## src/rtl/acc.sv

```systemverilog
// Single-register accumulator: loads in_data on a write-enabled clock edge,
// holds otherwise, and clears asynchronously while rst_n is low.
// out_data comes straight from the register, so there is no combinational
// path from the inputs to the output.
module acc #(
    parameter int WIDTH = 8
) (
    input  logic             clk,
    input  logic             rst_n,
    input  logic             wacc,
    input  logic [WIDTH-1:0] in_data,
    output logic [WIDTH-1:0] out_data
);

    logic [WIDTH-1:0] acc_q;
    logic [WIDTH-1:0] acc_d;

    // Next-state select: take in_data only on a write, otherwise recirculate,
    // so unknown values on in_data cannot leak in while wacc is low.
    always_comb begin
        acc_d = acc_q;
        if (wacc) begin
            acc_d = in_data;
        end
    end

    // Accumulator register; the asynchronous reset overrides any write.
    always_ff @(posedge clk or negedge rst_n) begin
        if (!rst_n) begin
            acc_q <= '0;
        end else begin
            acc_q <= acc_d;
        end
    end

    assign out_data = acc_q;

endmodule

```

## config.mk

```make
export PLATFORM = sky130hd
export DESIGN_NAME = acc
export DESIGN_NICKNAME = d
export VERILOG_FILES = /design/src/rtl/acc.sv
export SDC_FILE = /design/constraint.sdc
export NUM_CORES = 1
export LEC_CHECK = 0
export CAP_MARGIN = 15
export CORE_AREA = 2 2 39 41
export CTS_BUF_LIST = sky130_fd_sc_hd__clkbuf_8
export DETAILED_ROUTE_END_ITERATION = 12
export DIE_AREA = 0 0 41 43
export PLACE_DENSITY_LB_ADDON = 0.1
export SYNTH_ARGS = -nofsm -noshare
export SYNTH_HDL_FRONTEND = slang
export SYNTH_SLANG_ARGS = --single-unit
```

## constraint.sdc

```tcl
create_clock -name clk -period 1 [get_ports clk]
set_clock_uncertainty 0.2 [all_clocks]
set_input_delay 0.15 -clock clk [delete_from_list [all_inputs] [get_ports clk]]
set_output_delay 0.15 -clock clk [all_outputs]
set_load 0.005 [all_outputs]
```

==> summary.md <==
| Metric | Value |
|---|---|
| Core ar. | `1384 um2` |
| Hold Slack | `0.007911 ns` |
| Reg2reg start | `out_data[0]$_DFFE_PN0P_` |
| Final min period | `1.080 ns` |
| Library cells used by synthesis | `3` |
| Final WL | `707 um` |
| CTS H-tree lvls | `1` |
| Reg2Reg Depth | `2` |
| Crit-path max FO | `2` |
| Most frequent cells in the layout | `9 x clkdlybuf4s50_1, 8 x mux2_4, 8 x dfrtp_1, 8 x buf_2, 4 x buf_4` |
| Startpoint Class | `flop` |
| Final setup margin | `-0.08007 ns` |
| Layout cells sized above 1 | `0.5909` |
| Layout area overhead | `78.87%` |
| CP max-delay cell | `dfrtp_1` |
| Remaining DRCs | `0` |
| First-pass GRT wire length | `between 1000 and 1500 um` |
| CP Capture Type | `primary output` |
| Syn avg cell area | `19.50 um2` |
| Critical path type | `reg2out` |
| Antenna diodes | `0` |
| Die ar. | `approximately 1800 um2` |
| Failing checks | `negative setup slack` |
| Fin nets | `57` |
| 1st-iter DRT viols | `0` |
| RSZ-0062 raised after global routing | `true` |
| Synth Cell Area | `331.6 um2` |
| Initial core utilization | `0.2396` |
| Post-Syn Instances | `17` |
| Die Y | `43 um` |
| Worst vdd ir | `597.5 uV` |
| TritonCTS Buffers | `3` |
| Met3 usage | `0.05236` |
| Fmax | `925.9 MHz` |
| Crit path cell chain | `buf_2` |
| Yosys warning total | `0` |
| Final Slew Violations | `0` |
| DR pass1 iterations | `1` |
| Register bit total from synthesis | `8` |
| Clk buf depth | `2` |
| Met2 Track Usage GR | `0.1375` |
| Reg-to-Reg End | `out_data[0]$_DFFE_PN0P_` |
| Layout filler cell count | `130` |
| Worst Hold Class | `in2async` |
| Mapped Nets | `28` |
| Status | `complete, but fails checks` |
| Max Cap Viol | `0` |
| Largest register FFs | `8` |
| Worst Tran Pin Value | `around 0.14 ns` |
| Vias in the first global route | `about 260` |
| WP data required | `~0.65 ns` |
| Seq/Total Area, Yosys | `0.6038` |
| Fin. Hold Viols | `0` |
| Largest net degree at the start of global routing | `9` |
| Delay-heaviest family, CP | `flip-flops` |
| Final HPWL DP | `around 520 um` |
| Max-slew headroom | `0.9097` |
| Cts hold-fix bufs | `0` |
| Port bufs | `18` |
| Root buffer cell | `clkbuf_8` |
| CTS Sinks | `8` |
| IO Pins | `19` |
| Wire per inst | `approximately 12 um` |
| Total chip power | `941.0 uW` |
| Rows | `14` |
| Commonest non-fill, non-tap cell in the layout | `clkdlybuf4s50_1` |
| Via Count | `237` |
| Worst stage delay on the critical path | `0.37 ns` |
| Average vias per placed instance | `3.950` |
| GRT overflow | `0` |
| Flop2flop setup slack | `-0.08 ns` |
| Initial antenna violation count | `0` |
| Clk_lat worst skew | `around 0.22 ns` |
| P per Cell Area | `1587 nW/um2` |
| Worst path bufs/invs | `1` |
| # setup viols final | `12` |
| CTS tree | `built` |
| Tcrit/Tclk final | `1.080` |
| WP data arrival | `0.73 ns` |
| Met1 usage | `0.1386` |
| Gpl congestion | `0.6153` |
| GRT Overall Usage | `0.1093` |
| Post-route ant nets | `0` |
| Die width | `41 um` |
| Global routing's busiest layer | `met1` |
| Leak pwr | `0.2937 nW` |
| Clock-pin transition on the worst setup and hold timing paths | `0.04 ns` |
## cell families after synthesis
kind of cell | Yosys count | share of synthesized area
multiplexers | 8 | 0.3623
buffers and inverters | 1 | 0.03396
flip-flops | 8 | 0.6038
## synth_stat cells (all sizes together)
library cell,number,area share
mux2,8,0.36
buf,1,0.034
dfrtp,8,0.60
## final cells by class
class                           count  area (um2)  share of cell area
Clock buffer                        3       41.29             0.06962
Multi-Input combinational cell      8       120.1              0.2025
Sequential cell                     8       200.2              0.3376
Tap cell                           16       20.02             0.03376
Timing Repair Buffer               25       211.5              0.3565
## timing repair
action / 4_1_cts / 5_1_grt
setup endpoints to repair: 16 / 11
pin swaps: 0 / 0
buffers inserted: 3 / 1
resized for setup: 33 / 2
## power breakdown
| group | leakage, nW | switching [mW] | internal (mW) |
|---|---|---|---|
| logic | 0.179 | 0.0515 | 0.137 |
| clock network | 0.0216 | 0.117 | 0.260 |
| registers | 0.0935 | 0.0176 | 0.358 |
## routing by layer
| layer | wire (um) | vias up |
|---|---|---|
| met4 | 0 | 0 |
| met1 | 298 | 114 |
| met5 | 0 | - |
| li1 | - | 112 |
| met2 | 341 | 11 |
| met3 | 67 | 0 |
## stage by stage
step	worst slack [ns]	area [um2]	setup TNS [ns]	std cells	util
2_1_floorplan	0.05168	331.6	0	17	-
3_3_place_gp	-0.4333	555.5	-4.867	53	0.4014
3_5_place_dp	-0.4445	555.5	-4.992	53	0.4014
4_1_cts	-0.09743	578.1	-0.8415	59	0.4177
5_1_grt	-0.1182	593.1	-1.178	60	0.4286
6_report	-0.08007	593.1	-0.8487	60	0.4286
## worst max path at each step
stage,slack (ns),to,startpoint,cells after the start
after floorplan,0.05,out_data[0]$_DFFE_PN0P_,out_data[0]$_DFFE_PN0P_,1
after global placement,-0.43,out_data[7]$_DFFE_PN0P_,wacc,3
after detailed placement,-0.44,out_data[5]$_DFFE_PN0P_,wacc,3
after CTS,-0.1,out_data[4],out_data[4]$_DFFE_PN0P_,1
after global routing,-0.12,out_data[5],out_data[5]$_DFFE_PN0P_,1
final,-0.08,out_data[4],out_data[4]$_DFFE_PN0P_,1
Power figures use the tool's default switching activity.
